## src/rtl/uart_tx_block.sv

```systemverilog
// UART transmit serializer: pops bytes from the TX FIFO and shifts out start / 8 data LSB-first / [parity] / stop.
// Optional even-parity bit between data and stop when UART_TX_PARITY_EN is defined.
module uart_tx_block #(
  parameter int BIT_PERIOD = 10,
  parameter int STOP_BITS  = 1
) (
  input  logic       clk,
  input  logic       n_rst,
  input  logic       fifo_empty,
  input  logic [7:0] fifo_rdata,
  output logic       fifo_renable,
  input  logic       tx_enable,
  output logic       serial_out,
  output logic       tx_busy,
  output logic       frame_done
);

  localparam int            TW         = (BIT_PERIOD > 1) ? $clog2(BIT_PERIOD) : 1;
  localparam logic [TW-1:0] TIMER_LAST = TW'(BIT_PERIOD - 1);
  localparam logic [TW-1:0] TIMER_ZERO = {TW{1'b0}};
  localparam logic [2:0]    STOP_LAST  = 3'(STOP_BITS - 1);

`ifdef UART_TX_PARITY_EN
  typedef enum logic [2:0] {
    IDLE   = 3'd0,
    START  = 3'd1,
    DATA   = 3'd2,
    PARITY = 3'd3,
    STOP   = 3'd4
  } state_t;
`else
  typedef enum logic [2:0] {
    IDLE   = 3'd0,
    START  = 3'd1,
    DATA   = 3'd2,
    STOP   = 3'd4
  } state_t;
`endif

  function automatic logic even_parity(input logic [7:0] data);
    return ^data;
  endfunction

  state_t        state_q, state_d;
  logic [TW-1:0] timer_q, timer_d;
  logic [2:0]    bit_cnt_q, bit_cnt_d;
  logic [7:0]    shift_q, shift_d;
  logic          serial_out_q, serial_out_d;
  logic          tx_busy_q, tx_busy_d;
`ifdef UART_TX_PARITY_EN
  logic          parity_q, parity_d;
`endif

  logic bit_end;
  logic pop_ok;

  // The pop strobe is gated by n_rst so the FIFO is never drained while held in reset.
  assign bit_end = (timer_q == TIMER_LAST);
  assign pop_ok  = n_rst & tx_enable & ~fifo_empty;

  // Next-state, pop strobe and frame_done decode.
  always_comb begin
    state_d      = state_q;
    bit_cnt_d    = bit_cnt_q;
    shift_d      = shift_q;
`ifdef UART_TX_PARITY_EN
    parity_d     = parity_q;
`endif
    fifo_renable = 1'b0;
    frame_done   = 1'b0;

    if (state_q == IDLE) begin
      timer_d = TIMER_ZERO;
    end else if (bit_end) begin
      timer_d = TIMER_ZERO;
    end else begin
      timer_d = timer_q + TW'(1);
    end

    case (state_q)
      IDLE: begin
        if (pop_ok) begin
          fifo_renable = 1'b1;
          shift_d      = fifo_rdata;
`ifdef UART_TX_PARITY_EN
          parity_d     = even_parity(fifo_rdata);
`endif
          state_d      = START;
          bit_cnt_d    = 3'd0;
        end else begin
          state_d = IDLE;
        end
      end
      START: begin
        if (bit_end) begin
          state_d   = DATA;
          bit_cnt_d = 3'd0;
        end else begin
          state_d = START;
        end
      end
      DATA: begin
        if (bit_end) begin
          shift_d = {1'b0, shift_q[7:1]};
          if (bit_cnt_q == 3'd7) begin
`ifdef UART_TX_PARITY_EN
            state_d = PARITY;
`else
            state_d = STOP;
`endif
            bit_cnt_d = 3'd0;
          end else begin
            bit_cnt_d = bit_cnt_q + 3'd1;
          end
        end else begin
          state_d = DATA;
        end
      end
`ifdef UART_TX_PARITY_EN
      PARITY: begin
        if (bit_end) begin
          state_d   = STOP;
          bit_cnt_d = 3'd0;
        end else begin
          state_d = PARITY;
        end
      end
`endif
      STOP: begin
        if (bit_end) begin
          if (bit_cnt_q == STOP_LAST) begin
            frame_done = 1'b1;
            bit_cnt_d  = 3'd0;
            // Back-to-back: the next byte is taken in the very last stop cycle.
            if (pop_ok) begin
              fifo_renable = 1'b1;
              shift_d      = fifo_rdata;
`ifdef UART_TX_PARITY_EN
              parity_d     = even_parity(fifo_rdata);
`endif
              state_d      = START;
            end else begin
              state_d = IDLE;
            end
          end else begin
            bit_cnt_d = bit_cnt_q + 3'd1;
          end
        end else begin
          state_d = STOP;
        end
      end
      default: begin
        state_d   = IDLE;
        bit_cnt_d = 3'd0;
      end
    endcase
  end

  // Line level and busy flag for the upcoming cycle, so both outputs are registered.
  always_comb begin
    case (state_d)
      IDLE:    serial_out_d = 1'b1;
      START:   serial_out_d = 1'b0;
      DATA:    serial_out_d = shift_d[0];
`ifdef UART_TX_PARITY_EN
      PARITY:  serial_out_d = parity_d;
`endif
      STOP:    serial_out_d = 1'b1;
      default: serial_out_d = 1'b1;
    endcase
    tx_busy_d = (state_d != IDLE);
  end

  // State and datapath registers; reset forces the line high immediately.
  always_ff @(posedge clk or negedge n_rst) begin
    if (!n_rst) begin
      state_q      <= IDLE;
      timer_q      <= TIMER_ZERO;
      bit_cnt_q    <= 3'd0;
      shift_q      <= 8'd0;
      serial_out_q <= 1'b1;
      tx_busy_q    <= 1'b0;
`ifdef UART_TX_PARITY_EN
      parity_q     <= 1'b0;
`endif
    end else begin
      state_q      <= state_d;
      timer_q      <= timer_d;
      bit_cnt_q    <= bit_cnt_d;
      shift_q      <= shift_d;
      serial_out_q <= serial_out_d;
      tx_busy_q    <= tx_busy_d;
`ifdef UART_TX_PARITY_EN
      parity_q     <= parity_d;
`endif
    end
  end

  assign serial_out = serial_out_q;
  assign tx_busy    = tx_busy_q;

endmodule

```

## config.mk

```make
export PLATFORM = sky130hd
export DESIGN_NAME = uart_tx_block
export DESIGN_NICKNAME = d
export VERILOG_FILES = /design/src/rtl/uart_tx_block.sv
export SDC_FILE = /design/constraint.sdc
export NUM_CORES = 1
export LEC_CHECK = 0
export ABC_CLOCK_PERIOD_IN_PS = 2100
export BUFFER_PORTS_ARGS = -buffer_cell sky130_fd_sc_hd__buf_2
export CAP_MARGIN = 20
export CORE_ASPECT_RATIO = 1.2
export CORE_MARGIN = 5
export CORE_UTILIZATION = 43
export DETAILED_ROUTE_END_ITERATION = 10
export PLACE_DENSITY = 0.73
export SETUP_SLACK_MARGIN = 0.3
export SLEW_MARGIN = 15
export SYNTH_ARGS = -nofsm -noshare
export SYNTH_HDL_FRONTEND = slang
export SYNTH_SLANG_ARGS = --single-unit
```

## constraint.sdc

```tcl
create_clock -name clk -period 2.1 [get_ports clk]
set_input_delay 0.42 -clock clk [delete_from_list [all_inputs] [get_ports clk]]
set_output_delay 0.42 -clock clk [all_outputs]
set_load 0.01 [all_outputs]
```

==> reports/results.ini, run 1 <==
[cts]
cts_tree=yes
htreeDepth=1
root_buffer=clkbuf_4
clk_pin_slew_worst_paths_ns=0.12
clock_sinks=20
clk_path_buf_depth=2
clk_latency_ns=0.29
numCtsBuffers=3

[routing]
drc=0
dr_total_vias=979
wl_per_cell_um=16.2
wirelength_mm=2.74
viasPerCell=5.79
first_iter_violations=40
antenna_left=0
firstDrtPassIters=4

[sta]
fin_crit_ns=2.06
worst_pin_slew_ns=0.495
clock-skew-final_ns=0.00242
grt_setup_unrepaired=true
maxSlewViolCount=0
finalHoldViolCount=0
tns_ns=0
relSlewSlack=0.670
layout_setup_ws_ns=0.0442
setup_viol_count_final=0
whs_ns=0.105
max_freq_ghz=0.486
layout_worst_path_cycle_share=0.979

[synth]
yosysTopAreaCell=dfrtp_1
syn_nets=124
synth_fa_ha_area_frac=0.0538
synth_simple_gate_area_share=0.198
synth.area.top_cells=dfrtp_1 41%, ha_1 5.4%, a221o_1 5.2%, and3_2 3.2%, mux2i_1 2.6%
async_flop_share=1.00
muxShareOfSynthArea=0.0376
yosysWarnings=0
synth_edf_count=0
syn_inst=107
synth_compound_area_frac=0.199
synth_top_flop_cell=dfrtp_1
ys_seq_area_frac=0.431
synth_top_family_by_area=compound AO/OA/AOI/OAI gates
ys_seq_elements=20
netlist-cell-type-count=44
synth_top_cell_area_share=0.409
netlist_area_um2=1160
synthXorXnorAreaFrac=0.0226
post_synth.cell_area_avg_um2=10.9

[setup_path]
path_max_fanout=2
cp_data_required_time_ns=1.68
ff2ff_path_depth=9
cpMaxStageDelayCell=dfrtp_1
crit_family=flip-flops
setup.worst_path.start_class=flop
reg2reg_from=timer_q[1]
critPathKind=reg2out
reg2reg_slack_ns=0.29
path_cells=inv_2 -> ha_4 -> and3b_2 -> nand2_4 -> a211o_1 -> inv_2 -> buf_6
crit_top_cell=inv_2
critPathMaxStageDelay_ns=0.41
cp.arrival_ns=1.64
crit_buf_inv=3
reg2reg_to=shift_q[0]
cp-end-kind=output pin

[final_layout]
fin_nets=154
final_util=0.570
layout_common_cells=19 x dfrtp_1, 14 x buf_2, 13 x buf_4
area_growth_pct=26.3
layout.cells.most_common=dfrtp_1
drive_gt1_frac=0.434
finalNonFillerCells=169
seq_area_um2=502
finalInstanceArea_um2=1470
multi_input_area_um2=667
fillers=225
antenna_cells=0

[flow_run]
maxCapViolations=0

[power_and_ir_drop]
power_density_nw_per_um2=976
peakVddDrop_mv=0.494
p_leak_nw=0.699
power_mw=1.44

[status]
outcome=finished, final reports clean

[global_routing]
grt_pass1_vias=917
grt_max_degree=20
antenna_found_initial=0
grt_pass1_wl_mm=4.33
grtUsageTotal=0.143
grt_overflow_total=0

[floorplanning]
start_util=0.451
io_pins=16
dieArea_um2=3850
rows=20
core-area_um2=2580
die_w_um=57.5
die_h_um=67.0

[placed_design]
place_area_um2=1280
globalplace.congestion=0.826
dp_hpwl_mm=1.81
dp.cells=155
dp_slack_ns=0.225
portBuffers=15

[worst_hold_path]
hold_path.class=in2async

## registers in the layout, summed over array words and instances (netlist names)
name,cells
shift_q,8
timer_q,4
bit_cnt_q,3
state_q,3
serial_out,1
tx_busy,1
## cells by family (layout without fill, tap and decap cells)
group / Yosys count / in the layout
AOI/OAI and AO/OA: 27 / 27
xor gates and xnor gates: 3 / 3
adders and majority gates: 5 / 5
buffers and inverters: 12 / 41
DFF: 20 / 20
muxes: 4 / 4
and+or+nand+nor: 36 / 36
## report_power, final
group          internal [mW]  switching [mW]  total [mW]
sequential             0.522          0.0835       0.605
combinational          0.348           0.291       0.638
clock                 0.0738           0.118       0.192
## how the worst max path moves through the flow
stage               cells after the start  slack, ns           end        from
floorplan                               7       0.32  fifo_renable  timer_q[1]
global placement                        7       0.26  fifo_renable  timer_q[1]
detailed placement                      7       0.23  fifo_renable  timer_q[1]
CTS                                     7       0.03  fifo_renable  timer_q[1]
global route                            7      -0.05  fifo_renable  timer_q[1]
finish                                  7       0.04  fifo_renable  timer_q[1]
## cell type report
cell class / instances / share of cell area
Multi-Input combinational cell: 75 / 0.454
Timing Repair Buffer: 31 / 0.144
Clock buffer: 4 / 0.0179
Tap cell: 33 / 0.0281
Inverter: 6 / 0.0153
Sequential cell: 20 / 0.341
## worst reg2reg max path: cells and delay by family, from the launching register on
| kind | cells | cell delay (ns) |
|---|---|---|
| AOI/OAI and AO/OA | 3 | 0.62 |
| and+or+nand+nor | 1 | 0.19 |
| DFF | 1 | 0.41 |
| adders and majority gates | 1 | 0.13 |
| buffers and inverters | 4 | 0.34 |
## synth_stat cells (3+ instances only)
master	n
buf_2	3
nand2_1	5
nor2_1	7
o22ai_1	3
inv_1	5
dfrtp_1	19
ha_1	5
mux2i_1	3
and3_2	5
a221o_1	6
a21oi_1	3
## what timing repair did
item                                   4_1_cts  5_1_grt
buffers inserted                             6        3
setup endpoints to repair                    8       12
endpoints found under the hold margin        1        0
pin swaps                                    3        8
hold buffers                                 1        0
gates resized for setup                      5       14
## metal layers
metal	track usage	routed length (um)	up-vias	share of wire
met5	0	0	-	0
li1	-	-	460	-
met4	0.0348	23	0	0.0084
met2	0.246	1420	40	0.52
met3	0.0291	156	4	0.057
met1	0.183	1150	475	0.42
Note: power is estimated with default switching activity, not from simulation.
==> run 2: changes to the inputs <==
--- a/config.mk
+++ b/config.mk
@@ -12,7 +12,6 @@
 export CORE_MARGIN = 5
 export CORE_UTILIZATION = 43
 export DETAILED_ROUTE_END_ITERATION = 10
-export PLACE_DENSITY = 0.73
 export SETUP_SLACK_MARGIN = 0.3
 export SLEW_MARGIN = 15
 export SYNTH_ARGS = -nofsm -noshare
==> run 2 against run 1 <==
  * Clock skew grew 0.0017 ns
  * Non-clock buffer count fell by 3
  * Hold slack lost 0.079 ns
  * Flip-flop and latch count unchanged
  * Global-route usage rose by 0.19 points
  * Die area is the same
  * Combinational power fell by 16%
  * Register-to-register slack got worse by 0.13 ns
  * Sequential power is essentially flat
  * Fmax is 1.1% lower
  * Sequential share of layout area increased by 1.4 points
  * Cell count shrank 1.8%
  * Largest cell class unchanged
==> reports/results.ini, run 2 (synthesis results as in run 1) <==
[floorplanning]
dieArea_um2=3850
die_h_um=67.0
io_pins=16
die_w_um=57.5
start_util=0.451
rows=20
core-area_um2=2580

[final_layout]
multi_input_area_um2=627
finalInstanceArea_um2=1410
area_growth_pct=21.3
reg.largest.list=shift_q (8), timer_q (4)
finalNonFillerCells=166
fillers=227
drive_gt1_frac=0.391
layout.cells.most_common=dfrtp_1
layout_common_cells=19 x dfrtp_1, 14 x buf_2, 12 x buf_4
fin_nets=151
regMostFlops=shift_q
antenna_cells=0
largest_register_ffs=8
seq_area_um2=502
final_util=0.548

[sta]
clock-skew-final_ns=0.00416
max_freq_ghz=0.481
worst_pin_slew_ns=0.478
whs_ns=0.0257
layout_setup_ws_ns=0.0221
grt_setup_unrepaired=true
tns_ns=0
maxSlewViolCount=0
relSlewSlack=0.681
layout_worst_path_cycle_share=0.989
fin_crit_ns=2.08
finalHoldViolCount=0
setup_viol_count_final=0

[setup_path]
setup.worst_path.start_class=flop
cp_data_required_time_ns=1.68
cp-end-kind=output pin
ff2ff_path_depth=8
critPathKind=reg2out
cp.arrival_ns=1.66
path_max_fanout=2

[cts]
clk_latency_ns=0.30
numCtsBuffers=3
root_buffer=clkbuf_4
clk_pin_slew_worst_paths_ns=0.11
htreeDepth=1
clock_sinks=20
cts_tree=yes
clk_path_buf_depth=2
holdBufCountCts=0

[status]
outcome=finished, final reports clean

[global_routing]
grt_max_degree=16
grtUsageTotal=0.145
grt_pass1_wl_mm=4.30
grt_overflow_total=0
grt_pass1_vias=948
antenna_found_initial=0

[routing]
drc=0
dr_total_vias=892
wirelength_mm=2.37
first_iter_violations=23
viasPerCell=5.37
firstDrtPassIters=4
antenna_left=0
wl_per_cell_um=14.3

[placed_design]
portBuffers=15
dp_hpwl_mm=1.71
dp_slack_ns=0.154
place_area_um2=1290
dp.cells=156
globalplace.congestion=0.836

[power_and_ir_drop]
switching_share=0.328
clkPwrFrac=0.163
p_seq_frac=0.443
p_sw_uw=446
power_density_nw_per_um2=964
power_mw=1.36
p_int_uw=915
peakVddDrop_mv=0.474
p_leak_nw=0.685
comb_power_share=0.395

[flow_run]
maxCapViolations=0

[worst_hold_path]
hold_path.class=in2async

-- run 2: area by class of cell --
class                           instances  area share
Multi-Input combinational cell         75       0.444
Sequential cell                        20       0.355
Timing Repair Buffer                   28       0.129
Tap cell                               33      0.0293
Clock buffer                            4      0.0257
Inverter                                6      0.0160
-- run 2: path summary, 6_finish.rpt --
check,start,end,slack (ns)
min in group clk,fifo_rdata[1],shift_q[1],0.35
max reg2reg,timer_q[1],shift_q[4],0.16
max in group asynchronous,n_rst,timer_q[3],1.87
min,n_rst,shift_q[0],0.03
min reg2reg,timer_q[0],timer_q[0],0.50
max,bit_cnt_q[0],fifo_renable,0.02
-- run 2: power groups by stage --
stage	registers (mW)	logic, mW	clock network, mW
CTS	0.603	0.525	0.234
detailed placement	0.610	0.490	0
global placement	0.609	0.485	0
global route	0.621	0.595	0.248
finish	0.602	0.537	0.221
floorplan	0.600	0.372	0
-- run 2: routing by layer --
metal	vias up	global-route usage	share of wire
li1	451	-	-
met1	419	0.168	0.42
met2	18	0.246	0.50
met3	4	0.0329	0.048
met4	0	0.0783	0.024
met5	-	0	0
-- run 2: repair_timing --
item | CTS | global route
cloned | 0 | 0
setup endpoints to repair | 9 | 10
setup buffers | 4 | 2
gates resized for setup | 5 | 4
pin swaps | 2 | 2
-- run 2: critical path, cell delays in order (launching register included) --
cell,delay [ns]
dfrtp_1,0.39
inv_1,0.07
ha_1,0.18
nor2b_4,0.19
nand2_4,0.06
a211o_1,0.27
inv_2,0.08
buf_6,0.10
==> run 3: changes to the inputs <==
--- a/config.mk
+++ b/config.mk
@@ -5,6 +5,7 @@
 export SDC_FILE = /design/constraint.sdc
 export NUM_CORES = 1
 export LEC_CHECK = 0
+export ABC_AREA = 1
 export ABC_CLOCK_PERIOD_IN_PS = 2100
 export BUFFER_PORTS_ARGS = -buffer_cell sky130_fd_sc_hd__buf_2
 export CAP_MARGIN = 20
@@ -13,6 +14,7 @@
 export CORE_UTILIZATION = 43
 export DETAILED_ROUTE_END_ITERATION = 10
 export SETUP_SLACK_MARGIN = 0.3
+export SKIP_CTS_REPAIR_TIMING = 1
 export SLEW_MARGIN = 15
 export SYNTH_ARGS = -nofsm -noshare
 export SYNTH_HDL_FRONTEND = slang
==> run 3 against run 2 <==
  * The run now ends with negative hold slack left
  * Final area rose by 7.1%
  * Non-clock buffer count fell by 1
  * Clock skew fell by 0.0020 ns
  * Sequential share of layout area fell by 2.3 points
  * Critical path type unchanged
  * Highest routed layer unchanged
==> reports/results.ini, run 3 <==
[status]
outcome=finished, violations left
failed_checks=negative hold slack

[final_layout]
area_growth_pct=21.5
regMostFlops=shift_q
reg.largest.list=shift_q (8), timer_q (4)
antenna_cells=0
largest_register_ffs=8
layout.cells.most_common=nand2_1
layout_common_cells=39 x nand2_1, 18 x dfrtp_1, 13 x buf_2
finalInstanceArea_um2=1510
fillers=279
fin_nets=200
finalNonFillerCells=216
drive_gt1_frac=0.401

[synth]
async_flop_share=1.00
netlist_area_um2=1240
post_synth.cell_area_avg_um2=8.24
syn_inst=151
syn_nets=168
netlist-cell-type-count=26
synth.area.top_cells=dfrtp_1 38%, nand2_1 12%, ha_1 5.0%, o211ai_2 5.0%, inv_1 4.8%
synth_edf_count=0
synth_commonest_cells=40 x nand2_1, 19 x dfrtp_1, 16 x inv_1
ys_seq_area_frac=0.403
yosysWarnings=0
synth_top_flop_cell=dfrtp_1
synth_top_cell_area_share=0.382
ys_seq_elements=20
yosysTopAreaCell=dfrtp_1
synth.most_common_cell=nand2_1

[placed_design]
place_area_um2=1370
globalplace.congestion=0.829
dp_slack_ns=0.344
dp_hpwl_mm=1.96
portBuffers=15
dp.cells=201

[setup_path]
reg2reg_to=tx_busy
path_cells=inv_2 -> ha_4 -> nand3_4 -> nor2_4 -> nand2_2 -> nand2_4 -> nand2_4 -> inv_2 -> buf_6
reg2reg_from=timer_q[1]
crit_buf_inv=3
reg2reg_slack_ns=0.52
ff2ff_path_depth=8
critPathKind=reg2out
cp-end-kind=output pin
path_max_fanout=6
critPathMaxStageDelay_ns=0.42
setup.worst_path.start_class=flop
cp_data_required_time_ns=1.68
cpMaxStageDelayCell=dfrtp_1
cp.arrival_ns=1.54
crit_family=simple AND/OR/NAND/NOR gates

[power_and_ir_drop]
power_density_nw_per_um2=399
p_leak_nw=0.781
peakVddDrop_mv=0.333

[cts]
clk_path_buf_depth=2
clk_pin_slew_worst_paths_ns=0.10
clk_latency_ns=0.30
clock_sinks=20
htreeDepth=1
cts_tree=yes
root_buffer=clkbuf_4
numCtsBuffers=3

[routing]
dr_total_vias=1061
wl_per_cell_um=12.2
viasPerCell=4.91
antenna_left=0
first_iter_violations=60
drc=0
wirelength_mm=2.63
firstDrtPassIters=4

[global_routing]
grt_pass1_wl_mm=4.44
grt_overflow_total=0
antenna_found_initial=0
grt_max_degree=14
grt_pass1_vias=1035
grtUsageTotal=0.141

[floorplanning]
start_util=0.447
rows=21
dieArea_um2=4070
io_pins=16
die_h_um=68.9
core-area_um2=2790
die_w_um=59.1

[worst_hold_path]
hold_path.class=in2async

[sta]
clock-skew-final_ns=0.00217
finalHoldViolCount=9
max_freq_ghz=0.510
layout_setup_ws_ns=0.141
worst_pin_slew_ns=0.323
setup_viol_count_final=0
maxSlewViolCount=0
whs_ns=-0.0101
relSlewSlack=0.784
fin_crit_ns=1.96
layout_worst_path_cycle_share=0.933
grt_setup_unrepaired=true

[flow_run]
maxCapViolations=0

## run 3: cell types whose count changed after synthesis, sizes merged, moves of 9 or more
| cell | before | now |
|---|---|---|
| inv | 6 | 21 |
| o21ai | 2 | 12 |
| nand2 | 6 | 48 |
| nand3 | 2 | 13 |
| nor2 | 7 | 16 |
## run 3: cell type report
cell class | count | area, um2 | area share
clock buffers | 4 | 26.3 | 0.0174
repair buffers | 27 | 178 | 0.118
flip-flops and latches | 20 | 503 | 0.333
inverters | 23 | 87.6 | 0.0579
multi-input cells | 108 | 674 | 0.446
well taps | 34 | 42.5 | 0.0281
## run 3: how the worst max path moves through the flow
stage	from	end	slack [ns]	cells after the start
floorplan	timer_q[1]	fifo_renable	0.54	8
global placement	timer_q[1]	fifo_renable	0.40	9
detailed placement	timer_q[1]	fifo_renable	0.34	9
CTS	timer_q[1]	fifo_renable	-0.0005	9
global route	timer_q[1]	fifo_renable	0.07	9
finish	timer_q[1]	fifo_renable	0.14	9
## run 3: report_power, final
group | leakage, nW | internal, mW | total [mW] | switching [mW]
registers | 0.227 | 0.385 | 0.385 | 0
logic | 0.539 | 0.0126 | 0.0336 | 0.0209
clock network | 0.0150 | 0.0740 | 0.185 | 0.111
total | 0.781 | 0.472 | 0.604 | 0.132
## run 3: layer usage
metal	vias up	GRT usage	share of wire
met4	0	0.0340	0.0080
li1	537	-	-
met2	32	0.250	0.50
met5	-	0	0
met1	488	0.176	0.43
met3	4	0.0279	0.063
## run 3: through the flow
stage | power (mW) | util | setup TNS (ns)
after global routing | 0.632 | 0.543 | 0
after detailed placement | 0.427 | 0.491 | 0
after global placement | 0.426 | 0.491 | 0
after CTS | 0.617 | 0.501 | -0.000491
after floorplan | 0.403 | - | 0
final | 0.604 | 0.543 | 0
## run 3: logic make-up after synthesis
family,share of synthesized area
flops,0.403
simple gates,0.349
fa+ha+maj,0.0503
compound gates,0.113
buf+inv,0.0704
xor+xnor,0.0141
